===== src/rtl/pool_pkg.sv =====
// rtl/pool_pkg.sv - shared types, widths and signed max helper for the ReLU/2x2 max-pool stage
package pool_pkg;

    localparam int DATA_W = 8;
    localparam int SIZE_W = 5;

    typedef enum logic [1:0] {
        IDLE     = 2'd0,
        ROW_EVEN = 2'd1,
        ROW_ODD  = 2'd2,
        DROP     = 2'd3
    } pool_state_e;

    function automatic logic signed [DATA_W-1:0] smax8(
        input logic signed [DATA_W-1:0] a,
        input logic signed [DATA_W-1:0] b
    );
        return (a > b) ? a : b;
    endfunction

endpackage


===== src/rtl/pool_line_buf.sv =====
// rtl/pool_line_buf.sv - line buffer holding horizontal maxima of the even row
// Ports: clk; i_wr_en/i_wr_idx/i_wr_data write port; i_rd_idx/o_rd_data asynchronous read port.
// No reset: entries are always written in the even row before the odd row reads them.
module pool_line_buf #(
    parameter int DATA_W = 8,
    parameter int DEPTH  = 16,
    parameter int AW     = $clog2(DEPTH)
) (
    input  logic              clk,
    input  logic              i_wr_en,
    input  logic [AW-1:0]     i_wr_idx,
    input  logic [DATA_W-1:0] i_wr_data,
    input  logic [AW-1:0]     i_rd_idx,
    output logic [DATA_W-1:0] o_rd_data
);

    logic [DATA_W-1:0] r_mem [DEPTH];

    always_ff @(posedge clk) begin
        if (i_wr_en) begin
            r_mem[i_wr_idx] <= i_wr_data;
        end
    end

    assign o_rd_data = r_mem[i_rd_idx];

endmodule


===== src/rtl/relu_maxpool2x2.sv =====
// rtl/relu_maxpool2x2.sv - optional ReLU plus 2x2/stride-2 max-pool over a raster conv result stream
// Inputs: clk, rst_n (sync, active low), ofmap_size/relu_en (latched on first pixel of a channel),
//         conv_valid/conv_result/addr/last (raster pixel stream, no backpressure).
// Outputs: pool_valid/pool_data/pool_addr/pool_last (one-cycle pooled pixel), seq_err (sticky), busy.
module relu_maxpool2x2
    import pool_pkg::*;
#(
    parameter int ADDR_W     = 10,
    parameter int PADDR_W    = 8,
    parameter int LBUF_DEPTH = 16
) (
    input  logic                     clk,
    input  logic                     rst_n,
    input  logic [SIZE_W-1:0]        ofmap_size,
    input  logic                     relu_en,
    input  logic                     conv_valid,
    input  logic signed [DATA_W-1:0] conv_result,
    input  logic [ADDR_W-1:0]        addr,
    input  logic                     last,
    output logic                     pool_valid,
    output logic signed [DATA_W-1:0] pool_data,
    output logic [PADDR_W-1:0]       pool_addr,
    output logic                     pool_last,
    output logic                     seq_err,
    output logic                     busy
);

    localparam int LB_AW = $clog2(LBUF_DEPTH);

    pool_state_e               r_state, w_state_nxt;
    logic [SIZE_W-1:0]         r_row, r_col, w_row_nxt, w_col_nxt;
    logic [SIZE_W-1:0]         r_n;
    logic                      r_relu;
    logic signed [DATA_W-1:0]  r_hold;
    logic                      r_pool_valid, r_pool_last, r_seq_err;
    logic signed [DATA_W-1:0]  r_pool_data;
    logic [PADDR_W-1:0]        r_pool_addr;

    // The first pixel of a channel is processed with the live size/relu inputs,
    // since they are only latched at that same edge.
    logic [SIZE_W-1:0]         w_n, w_nm1, w_n2, w_p, w_prow, w_pcol, w_row_inc, w_row_tgt;
    logic                      w_relu, w_end_col, w_end_row, w_final, w_col_pool, w_err;
    pool_state_e               w_cur;
    logic [ADDR_W-1:0]         w_exp_addr;
    logic signed [DATA_W-1:0]  w_hmax, w_lb_rd, w_v;
    logic                      w_lb_we, w_hold_we, w_pool_fire;
    logic [LB_AW-1:0]          w_lb_idx;

    assign w_n        = (r_state == IDLE) ? ofmap_size : r_n;
    assign w_relu     = (r_state == IDLE) ? relu_en : r_relu;
    assign w_cur      = (r_state == IDLE) ? ROW_EVEN : r_state;
    // N of 0 or 1 behaves as a single-pixel channel.
    assign w_nm1      = (w_n == '0) ? '0 : w_n - SIZE_W'(1);
    assign w_n2       = {w_n[SIZE_W-1:1], 1'b0};
    assign w_p        = w_n >> 1;
    assign w_end_col  = (r_col == w_nm1);
    assign w_end_row  = (r_row == w_nm1);
    assign w_final    = w_end_col && w_end_row;
    // An odd N leaves the last column outside every 2x2 window.
    assign w_col_pool = (r_col < w_n2);
    assign w_row_inc  = w_end_row ? '0 : r_row + SIZE_W'(1);
    assign w_row_tgt  = w_end_col ? w_row_inc : r_row;
    assign w_exp_addr = ADDR_W'(r_row) * ADDR_W'(w_n) + ADDR_W'(r_col);

    assign w_prow     = r_row >> 1;
    assign w_pcol     = r_col >> 1;
    assign w_lb_idx   = LB_AW'(w_pcol);
    assign w_hmax     = smax8(r_hold, conv_result);
    assign w_v        = smax8(w_lb_rd, w_hmax);

    assign w_hold_we   = conv_valid && !r_col[0] && w_col_pool;
    assign w_lb_we     = conv_valid && r_col[0] && w_col_pool && (w_cur == ROW_EVEN);
    assign w_pool_fire = conv_valid && r_col[0] && w_col_pool && (w_cur == ROW_ODD);

    pool_line_buf #(
        .DATA_W (DATA_W),
        .DEPTH  (LBUF_DEPTH),
        .AW     (LB_AW)
    ) u_line_buf (
        .clk       (clk),
        .i_wr_en   (w_lb_we),
        .i_wr_idx  (w_lb_idx),
        .i_wr_data (w_hmax),
        .i_rd_idx  (w_lb_idx),
        .o_rd_data (w_lb_rd)
    );

    always_comb begin
        w_state_nxt = r_state;
        w_row_nxt   = r_row;
        w_col_nxt   = r_col;
        w_err       = 1'b0;
        if (conv_valid) begin
            w_err = (addr != w_exp_addr) || (last != w_final);
            if (last) begin
                w_state_nxt = IDLE;
                w_row_nxt   = '0;
                w_col_nxt   = '0;
            end else begin
                // A missing last at (N-1,N-1) wraps the counters and keeps the channel open.
                w_row_nxt = w_row_tgt;
                w_col_nxt = w_end_col ? '0 : r_col + SIZE_W'(1);
                if (w_n[0] && (w_row_tgt == w_nm1)) begin
                    w_state_nxt = DROP;
                end else if (w_row_tgt[0]) begin
                    w_state_nxt = ROW_ODD;
                end else begin
                    w_state_nxt = ROW_EVEN;
                end
            end
        end
    end

    always_ff @(posedge clk) begin
        if (!rst_n) begin
            r_state      <= IDLE;
            r_row        <= '0;
            r_col        <= '0;
            r_n          <= '0;
            r_relu       <= 1'b0;
            r_hold       <= '0;
            r_pool_valid <= 1'b0;
            r_pool_data  <= '0;
            r_pool_addr  <= '0;
            r_pool_last  <= 1'b0;
            r_seq_err    <= 1'b0;
        end else begin
            r_state   <= w_state_nxt;
            r_row     <= w_row_nxt;
            r_col     <= w_col_nxt;
            r_seq_err <= r_seq_err | w_err;
            if ((r_state == IDLE) && conv_valid) begin
                r_n    <= ofmap_size;
                r_relu <= relu_en;
            end
            if (w_hold_we) begin
                r_hold <= conv_result;
            end
            r_pool_valid <= w_pool_fire;
            if (w_pool_fire) begin
                r_pool_data <= (w_relu && w_v[DATA_W-1]) ? '0 : w_v;
                r_pool_addr <= PADDR_W'(w_prow) * PADDR_W'(w_p) + PADDR_W'(w_pcol);
                r_pool_last <= (w_prow == w_p - SIZE_W'(1)) && (w_pcol == w_p - SIZE_W'(1));
            end else begin
                r_pool_data <= '0;
                r_pool_addr <= '0;
                r_pool_last <= 1'b0;
            end
        end
    end

    assign pool_valid = r_pool_valid;
    assign pool_data  = r_pool_data;
    assign pool_addr  = r_pool_addr;
    assign pool_last  = r_pool_last;
    assign seq_err    = r_seq_err;
    assign busy       = (r_state != IDLE);

endmodule


===== config.mk =====
export PLATFORM = sky130hd
export DESIGN_NAME = relu_maxpool2x2
export DESIGN_NICKNAME = d
export VERILOG_FILES = /design/src/rtl/pool_pkg.sv /design/src/rtl/pool_line_buf.sv /design/src/rtl/relu_maxpool2x2.sv
export SDC_FILE = /design/constraint.sdc
export NUM_CORES = 1
export LEC_CHECK = 0
export CAP_MARGIN = 10
export CORE_MARGIN = 5
export CORE_UTILIZATION = 48
export CTS_BUF_LIST = sky130_fd_sc_hd__clkbuf_2
export CTS_CLUSTER_SIZE = 28
export DETAILED_ROUTE_END_ITERATION = 16
export GPL_ROUTABILITY_DRIVEN = 0
export PLACE_DENSITY = 0.67
export RECOVER_POWER = 100
export SLEW_MARGIN = 10
export SYNTH_ARGS = -nofsm -noshare
export SYNTH_HDL_FRONTEND = slang
export SYNTH_SLANG_ARGS = --single-unit
export TNS_END_PERCENT = 5

===== constraint.sdc =====
create_clock -name clk -period 13.2 [get_ports clk]
set_clock_uncertainty 0.1 [all_clocks]
set_input_delay 2.64 -clock clk [delete_from_list [all_inputs] [get_ports clk]]
set_output_delay 2.64 -clock clk [all_outputs]
set_load 0.1 [all_outputs]

==> results of run 1 <==
## how the worst max path moves through the flow
stage / slack, ns / from / endpoint / cells after the start
after detailed placement: 5.07 / conv_result[1] / pool_data[7]$_SDFF_PP0_ / 20
after floorplan: 6.13 / conv_result[1] / pool_data[7]$_SDFF_PP0_ / 21
after global routing: 3.86 / ofmap_size[0] / r_state[1]$_SDFFE_PN0P_ / 14
final: 4.36 / ofmap_size[0] / r_state[1]$_SDFFE_PN0P_ / 14
after global placement: 5.39 / conv_result[1] / pool_data[7]$_SDFF_PP0_ / 20
after CTS: 5.93 / conv_result[1] / pool_data[7]$_SDFF_PP0_ / 20
## per-stage QoR
stage	cell area [um^2]	total power [mW]	setup WS, ns	util (%)	instances
6_report	10660	1.120	4.358	53.03	1099
5_1_grt	10660	1.170	3.865	53.03	1099
4_1_cts	10720	1.131	5.930	53.32	1098
3_5_place_dp	10410	0.8083	5.074	51.79	1066
3_3_place_gp	10410	0.8010	5.390	51.79	1066
2_1_floorplan	9729	0.7618	6.127	-	779
## sequential cells by signal, summed over array words and instances, names as in the netlist, 2 cells and up, named ones only
| signal | flops |
|---|---|
| u_line_buf.r_mem | 128 |
| pool_addr | 8 |
| pool_data | 8 |
| r_hold | 8 |
| r_col | 5 |
| r_n | 5 |
| r_row | 5 |
| r_state | 2 |
## layer usage
layer / share of wire, % / up-vias / routed length, um / track usage, %
met1: 45 / 3151 / 9541 / 25.58
met4: 1.8 / 0 / 385 / 5.693
met2: 48 / 206 / 10060 / 30.42
met3: 5.3 / 29 / 1125 / 3.380
li1: - / 2974 / - / -
met5: 0 / - / 0 / 0
## cell usage in the layout, fill, tap and decap left out, types with 22 or more instances in the layout
cell type        instances
edfxtp_1               128
clkdlybuf4s50_1         22
ha_1                    54
mux4_2                  40
nor2_1                  61
a21oi_1                 30
dfxtp_1                 47
inv_1                   57
nand2_1                 44
dlygate4sd3_1           25
## power by group
part,internal [mW],total (mW),switching [mW]
combinational,0.0612,0.168,0.107
clock,0.0795,0.325,0.245
sequential,0.620,0.627,0.00625
total,0.761,1.12,0.359
## logic make-up after synthesis
family / after synthesis / share of synthesized area [%]
fa+ha+maj: 72 / 10.65
xor+xnor: 29 / 2.765
flops: 177 / 49.59
compound gates: 126 / 9.619
buf+inv: 97 / 4.257
simple gates: 217 / 11.51
mux: 61 / 11.61
## cells in the mapped netlist, types with 5 or more instances
master	count	area share, %
dfxtp_1	49	10
nand3_1	21	1.1
and2_1	11	0.71
buf_6	5	0.58
nand2b_1	8	0.51
inv_1	57	2.2
clkbuf_1	26	1.0
fa_1	18	3.7
a21o_1	9	0.69
o31ai_1	8	0.62
edfxtp_1	128	40
nor2_1	61	2.4
buf_2	6	0.31
ha_1	54	6.9
o21ai_0	12	0.62
nor2b_1	16	1.0
a21oi_1	30	1.5
nor3b_1	5	0.39
or3_1	5	0.32
nand2_1	44	1.7
o211a_1	7	0.72
mux4_2	40	9.3
xor2_1	8	0.72
xnor2_1	19	1.7
o21a_1	13	1.0
nor3_1	18	0.93
mux2i_1	18	1.9
o2111ai_1	8	0.72
## cell type report
class,instances,share of cell area [%]
repair buffers,55,4.835
well taps,270,3.169
diodes,1,0.02347
inverters,59,2.124
clock buffers,17,0.7980
clock inverters,15,2.089
multi-input cells,505,41.69
flip-flops and latches,177,45.28
## tightest hold or removal path: stages (launching register included)
cell and delay (ns):
dfxtp_1 0.38, nand2_1 0.05, a21oi_1 0.05
==> out/qor.txt, run 1 <==
Outcome: finished, violations left
Failing checks: max-capacitance violations, max-slew violations
Clock Tree Buf Depth: 2
FILL cells: 1672
Postcts setup bufs: 0
Crit-path slowest cell: a2111oi_0
Starting Density: 48.39%
Vias in the first global route: 6485
FF-to-FF Start: r_state[1]$_SDFFE_PN0P_
Vias: 6360
Worst Hold Depth: 2
Tightest Hold Check Type: reg2reg
Antenna violations before repair: 1
Netlist cell types: 73
DPL Wire Length: 15.25 mm
CP Launch Type: input port
Cells on worst reg2reg path: 12
DR WL/cell: 19.21 um
Worst Tran Pin Value: 3.087 ns
Flops & latches, synth: 177
DR pass1 iterations: 5
Fin crit share: 66.99%
Vias per Instance: 5.787
Post-CTS sizing: 0
Number of port buffers: 47
Die area: 0.02322 mm^2
CTS H-tree depth: 4
Share of synthesized registers carrying an async set or reset: 0%
Crit path required time: 13.82 ns
Syn Inst Count: 779
Cts hold-fix bufs: 0
Crit path top cell by count: o2bb2ai_1
Crit Path Class: in2reg
Layout net count: 915
Unrepaired setup endpoints after global routing: false
Core Rows: 52
Overflow after GRT: 0
YS warnings: 0
Top FF cell, synth: edfxtp_1
Clk root buf: clkbuf_2
DIE WIDTH: 152.4 um
Max Freq: 0.1131 GHz
Number of flops mapped to enable cells by yosys: 128
Share of cells above drive strength 1: 11.47%
Cell Area, Synth: 0.009729 mm^2
Area of the core: 0.02010 mm^2
Inserted Clock Buffers: 17
Die Height: 152.4 um
Num ports: 48
Area Growth Syn to Fin: 9.581%
Clk_lat worst skew: 0.80 ns
Final min period: 8.842 ns
Maximum vdd drop: 51.00 uV
Synth Net Count: 879
R2R setup slack: 5.94 ns
First-pass GRT wire length: 34.70 mm
CTS clock-pin slew for the worst setup and hold paths: 0.32 ns
DRC viols: 0
Critical-path cell list: dlygate4sd3_1 > nor3b_1 > or2_0 > inv_1 > ha_1 > nand2b_1 > nor4_1 > nor3_1 > xor2_1 > a2111oi_0 > o2bb2ai_1 > or3_1 > a22oi_1 > o2bb2ai_1
Setup violators final: 0
Hold path start: r_relu$_SDFFE_PN0P_
Setup TNS: 0 ns
CTS tree: built
Syn avg cell area: 12.49 um^2
WP buf/inv: 2
Power density over the cells: 105.0 mW/mm^2
GRT Total Usage: 18.63%
CP max stage delay: 2.43 ns
Worst setup EP type: register
Area of the multi-input gates: 0.004444 mm^2
Static Leak: 4.004 nW
Sequential cell area: 0.004827 mm^2
Drt first-iter violations: 495
Final Routed Wirelength: 21.11 mm
Relative slew slack: -111.1%
Worst hold path endpoint: r_relu$_SDFFE_PN0P_
Number of clock sinks: 177
Maxcap violations: 1
WHS: 0.3826 ns
Worst EP arrival: 9.47 ns
Critical-path maximum fanout: 11
Pin count of the biggest net entering global routing: 33
Post-route ant nets: 0
Final Hold Viols: 0
Sequential share of the synthesized area: 49.59%
Max-slew violations: 12
Cell family with the largest share of critical-path delay: compound AO/OA/AOI/OAI gates
Reg2reg end: r_state[1]$_SDFFE_PN0P_
Note: power is estimated with default switching activity, not from simulation.
==> run 2, diff against run 1 <==
Settings changed: PLACE_DENSITY 0.67 to 0.69.
Clock period 13.2 ns to 8 ns, I/O delays scaled along.
==> run 2 against run 1 <==
Compared with the run above: the run now ends clean; total power up 60%; sequential share of layout area about the same; final area about the same; die area unchanged; register-to-register slack worse by 3.5 ns; hold slack worse by 0.013 ns; setup slack worse by 3.0 ns; largest power group unchanged.
==> out/qor.txt, run 2 (synthesis results as in run 1) <==
Clock Tree Buf Depth: 2
Vias in the first global route: 6154
Number of port buffers: 47
Relative slew slack: 15.34%
FILL cells: 1706
Power density over the cells: 167.6 mW/mm^2
Max-slew violations: 0
CP Launch Type: input port
Pin count of the biggest net entering global routing: 33
Inserted Clock Buffers: 17
Cts hold-fix bufs: 0
CTS H-tree depth: 4
Static Leak: 3.997 nW
Starting Density: 48.39%
DRC viols: 0
Die area: 0.02322 mm^2
Setup violators final: 0
CTS clock-pin slew for the worst setup and hold paths: 0.28 ns
Worst Tran Pin Value: 1.260 ns
Area of the core: 0.02010 mm^2
Drt first-iter violations: 473
Fin crit share: 83.38%
Crit Path Class: in2reg
Post-CTS sizing: 0
Worst setup EP type: register
Layout net count: 918
Vias: 6140
Final Hold Viols: 0
Number of clock sinks: 177
Clk root buf: clkbuf_2
Most frequent cells in the layout: edfxtp_1, nor2_1, inv_1
Area Growth Syn to Fin: 9.555%
Worst EP arrival: 7.20 ns
Final Routed Wirelength: 20.13 mm
Die Height: 152.4 um
Final min period: 6.671 ns
Critical-path maximum fanout: 18
Biggest register: u_line_buf.r_mem
Clk_lat worst skew: 0.73 ns
DR pass1 iterations: 5
CTS tree: built
Postcts setup bufs: 0
Num ports: 48
Tightest Hold Check Type: reg2reg
Antenna violations before repair: 1
Max Freq: 0.1499 GHz
Core Rows: 52
DPL Wire Length: 14.69 mm
Fin area: 0.01066 mm^2
Most common cell after layout, fill and taps aside: edfxtp_1
Share of cells above drive strength 1: 11.79%
DIE WIDTH: 152.4 um
Overflow after GRT: 0
First-pass GRT wire length: 33.20 mm
Outcome: complete, no violations
DR WL/cell: 18.27 um
Post-route ant nets: 0
Placed inst area: 0.01044 mm^2
Setup TNS: 0 ns
Vias per Instance: 5.572
Maximum vdd drop: 79.34 uV
Unrepaired setup endpoints after global routing: false
Maxcap violations: 0
GRT Total Usage: 17.77%
Max reg flops: 128
Crit path required time: 8.53 ns
-- run 2: changes by cell type in the layout (fill, tap and decap cells not counted), sizes merged --
cell / delta
buf: +3
dlygate4sd3: -1
clkdlybuf4s50: +1
inv: -2
clkinvlp: +2
-- run 2: power breakdown --
group	switching, mW	internal, mW
clock network	0.362	0.111
registers	0.0121	1.02
logic	0.175	0.103
-- run 2: path summary, 6_finish.rpt --
| kind | to | startpoint | slack, ns | cells after the start |
|---|---|---|---|---|
| min reg2reg | r_n[1]$_SDFFE_PN0P_ | r_n[1]$_SDFFE_PN0P_ | 0.37 | 2 |
| min | r_n[1]$_SDFFE_PN0P_ | r_n[1]$_SDFFE_PN0P_ | 0.37 | 2 |
| max reg2reg | pool_data[7]$_SDFF_PP0_ | r_hold[1]$_SDFFE_PN0P_ | 2.41 | 19 |
| max | pool_data[7]$_SDFF_PP0_ | conv_result[1] | 1.33 | 21 |
-- run 2: critical path, stage by stage --
cell	delay [ns]
dlygate4sd3_1	0.59
inv_1	0.08
ha_1	0.30
nor2b_1	0.13
o21a_1	0.16
o21a_1	0.16
o21a_1	0.16
o21a_1	0.27
o21a_1	0.29
o211ai_1	0.21
clkbuf_1	0.60
ha_1	0.26
nor2b_1	0.04
o21a_1	0.16
o21a_1	0.16
o21a_1	0.16
o21a_1	0.16
o211ai_1	0.23
and2_0	0.61
a221oi_1	0.39
a2111oi_0	0.47
-- run 2: final cells by class --
| class | instances | area [um^2] | area share [%] |
|---|---|---|---|
| tap | 270 | 337.8 | 3.169 |
| timing repair buffer | 58 | 538.0 | 5.048 |
| antenna | 1 | 2.502 | 0.02348 |
| multi-input combinational | 505 | 4463 | 41.87 |
| clock buffer | 17 | 85.08 | 0.7982 |
| inverter | 59 | 226.5 | 2.125 |
| clock inverter | 15 | 180.2 | 1.690 |
| sequential | 177 | 4826 | 45.28 |
-- run 2: routing by layer --
| metal | vias up | track usage, % | wire length (um) |
|---|---|---|---|
| met2 | 158 | 27.77 | 9376 |
| li1 | 2974 | - | - |
| met4 | 0 | 4.538 | 275 |
| met1 | 2987 | 25.88 | 9544 |
| met3 | 21 | 3.238 | 933 |
| met5 | - | 0 | 0 |
-- run 2: through the flow --
step,setup WS (ns),hold WS (ns),power (mW),std cells,util (%)
2_1_floorplan,1.967,0.3357,1.257,779,-
3_3_place_gp,1.418,0.3429,1.331,1069,51.90
3_5_place_dp,1.302,0.3472,1.335,1069,51.92
4_1_cts,2.178,0.3737,1.813,1101,53.24
5_1_grt,1.086,0.3950,1.877,1102,53.02
6_report,1.329,0.3701,1.786,1102,53.02
==> run 3, diff against run 2 <==
Clock period 8 ns to 6 ns, I/O delays scaled along.
==> run 3 against run 2 <==
Compared with the run above: largest power group unchanged; flip-flop and latch count is the same; the run now ends with max-capacitance violations left; combinational power grew 40%; final area grew 1.8%; hold slack gained 0.0066 ns.
==> out/qor.txt, run 3 (synthesis results as in run 1) <==
Crit path required time: 6.60 ns
Final setup margin: 0.6084 ns
Clk_lat worst skew: 0.75 ns
Clock power frac: 27.0%
Worst hold path endpoint: r_n[1]$_SDFFE_PN0P_
Sequential Power Share: 56.9%
Post-route ant nets: 0
Number of port buffers: 47
Max reg flops: 128
Critical-path cell list: dlygate4sd3_1 > or3b_1 > and2_0 > clkbuf_1 > nor2b_1 > ha_1 > ha_1 > inv_1 > fa_1 > inv_1 > ha_1 > a21o_1 > a21o_1 > a21o_1 > a21o_1 > a21o_1 > a21oi_1 > xnor2_1 > or4_1 > o211a_1
CTS clock-pin slew for the worst setup and hold paths: 0.32 ns
CTS tree: built
P_int: 1.671 mW
DR pass1 iterations: 7
CP max stage delay: 0.55 ns
Core Rows: 52
Fin crit share: 89.86%
Worst Tran Pin Value: 1.435 ns
Post-CTS sizing: 0
FILL cells: 1669
DRC viols: 0
Inserted Clock Buffers: 17
CTS H-tree depth: 4
Vias: 6301
Crit path top cell by count: a21o_1
Setup violators final: 0
Failing checks: max-capacitance violations
Share of cells above drive strength 1: 13.74%
Clk root buf: clkbuf_2
Hold path start: r_n[1]$_SDFFE_PN0P_
Static Leak: 4.122 nW
Num ports: 48
Final Routed Wirelength: 20.49 mm
Power density over the cells: 223.4 mW/mm^2
Crit Path Class: in2reg
DIE WIDTH: 152.4 um
Postcts setup bufs: 0
R2R setup slack: 0.81 ns
DR WL/cell: 18.14 um
Area Growth Syn to Fin: 11.56%
Most common cell after layout, fill and taps aside: edfxtp_1
Vias per Instance: 5.576
DPL Wire Length: 15.20 mm
Die Height: 152.4 um
Worst EP arrival: 5.99 ns
Cells on worst reg2reg path: 17
First-pass GRT wire length: 33.72 mm
Dpl ws: -0.09578 ns
Starting Density: 48.39%
Max Freq: 0.1855 GHz
Relative slew slack: 1.862%
Worst Hold Depth: 2
Reg2reg end: seq_err$_SDFF_PN0_
Area of the core: 0.02010 mm^2
Most frequent cells in the layout: edfxtp_1, nor2_1, inv_1
Sw frac: 31.07%
Final Hold Viols: 0
Clock Tree Buf Depth: 2
Setup TNS: 0 ns
Drt first-iter violations: 364
Logic pwr share: 16.1%
Vias in the first global route: 6370
Tightest Hold Check Type: reg2reg
Final min period: 5.392 ns
Outcome: finished, violations left
Maxcap violations: 1
Critical-path maximum fanout: 6
Pin count of the biggest net entering global routing: 33
Maximum vdd drop: 99.79 uV
Number of clock sinks: 177
Overflow after GRT: 0
GRT Total Usage: 18.02%
Crit-path slowest cell: dlygate4sd3_1
Die area: 0.02322 mm^2
Antenna violations before repair: 1
Net Sw Power: 0.7532 mW
Cts hold-fix bufs: 0
CP Launch Type: input port
FF-to-FF Start: r_state[1]$_SDFFE_PN0P_
Max-slew violations: 0
Layout net count: 946
Biggest register: u_line_buf.r_mem
Unrepaired setup endpoints after global routing: false
Worst setup EP type: register
[run 3: changes by cell type in the layout (fill, tap and decap cells not counted), moves of 2 or more]
cell,delta
clkinvlp_4,-2
buf_4,+22
clkbuf_1,+6
inv_6,+2
inv_8,-3
clkinv_8,+3
[run 3: cell type report]
type | count | area [um^2] | share of cell area (%)
inverters | 59 | 226.5 | 2.086
flip-flops and latches | 177 | 4826 | 44.46
multi-input cells | 505 | 4449 | 40.99
diodes | 1 | 2.502 | 0.02305
clock inverters | 15 | 201.4 | 1.856
clock buffers | 17 | 85.08 | 0.7839
well taps | 270 | 337.8 | 3.112
repair buffers | 86 | 725.7 | 6.686
[run 3: per-stage QoR]
stage               util (%)  hold slack, ns  power, mW  cell area (um^2)  std cells
floorplan                  -          0.3357      1.676              9729        779
global placement       52.94          0.3436      1.799             10640       1097
detailed placement     52.94          0.3523      1.805             10640       1097
CTS                    54.37          0.3787      2.461             10930       1129
global route           53.99          0.4037      2.546             10850       1130
finish                 53.99          0.3766      2.424             10850       1130
[run 3: power groups by stage]
stage               Combinational (mW)  Sequential, mW  Clock [mW]
floorplan                        0.276            1.40           0
global placement                 0.395            1.40           0
detailed placement               0.401            1.40           0
CTS                              0.404            1.38       0.678
global route                     0.432            1.38       0.731
finish                           0.391            1.38       0.654
[run 3: layer usage]
layer  up-vias  wire length (um)  global-route usage, %
met4         0               272                  4.580
met1      3073              9583                  25.19
met3        27               990                  3.635
met2       167              9648                  29.13
li1       3034                 -                      -
met5         -                 0                      0
[run 3: worst max path at each step]
stage	end	slack (ns)	cells after the start	start
after floorplan	pool_data[7]$_SDFF_PP0_	0.37	21	conv_result[1]
after global placement	seq_err$_SDFF_PN0_	-0.02	18	ofmap_size[2]
after detailed placement	seq_err$_SDFF_PN0_	-0.1	18	ofmap_size[2]
after CTS	seq_err$_SDFF_PN0_	0.79	18	ofmap_size[2]
after global routing	seq_err$_SDFF_PN0_	0.42	18	ofmap_size[2]
final	seq_err$_SDFF_PN0_	0.61	20	ofmap_size[2]
[run 3: worst max-delay path: cells and delay by family]
kind | cells | cell delay (ns)
buffers and inverters | 4 | 0.85
and+or+nand+nor | 4 | 1.26
adders and majority gates | 4 | 1.37
xor gates and xnor gates | 1 | 0.09
AOI/OAI and AO/OA | 7 | 1.21
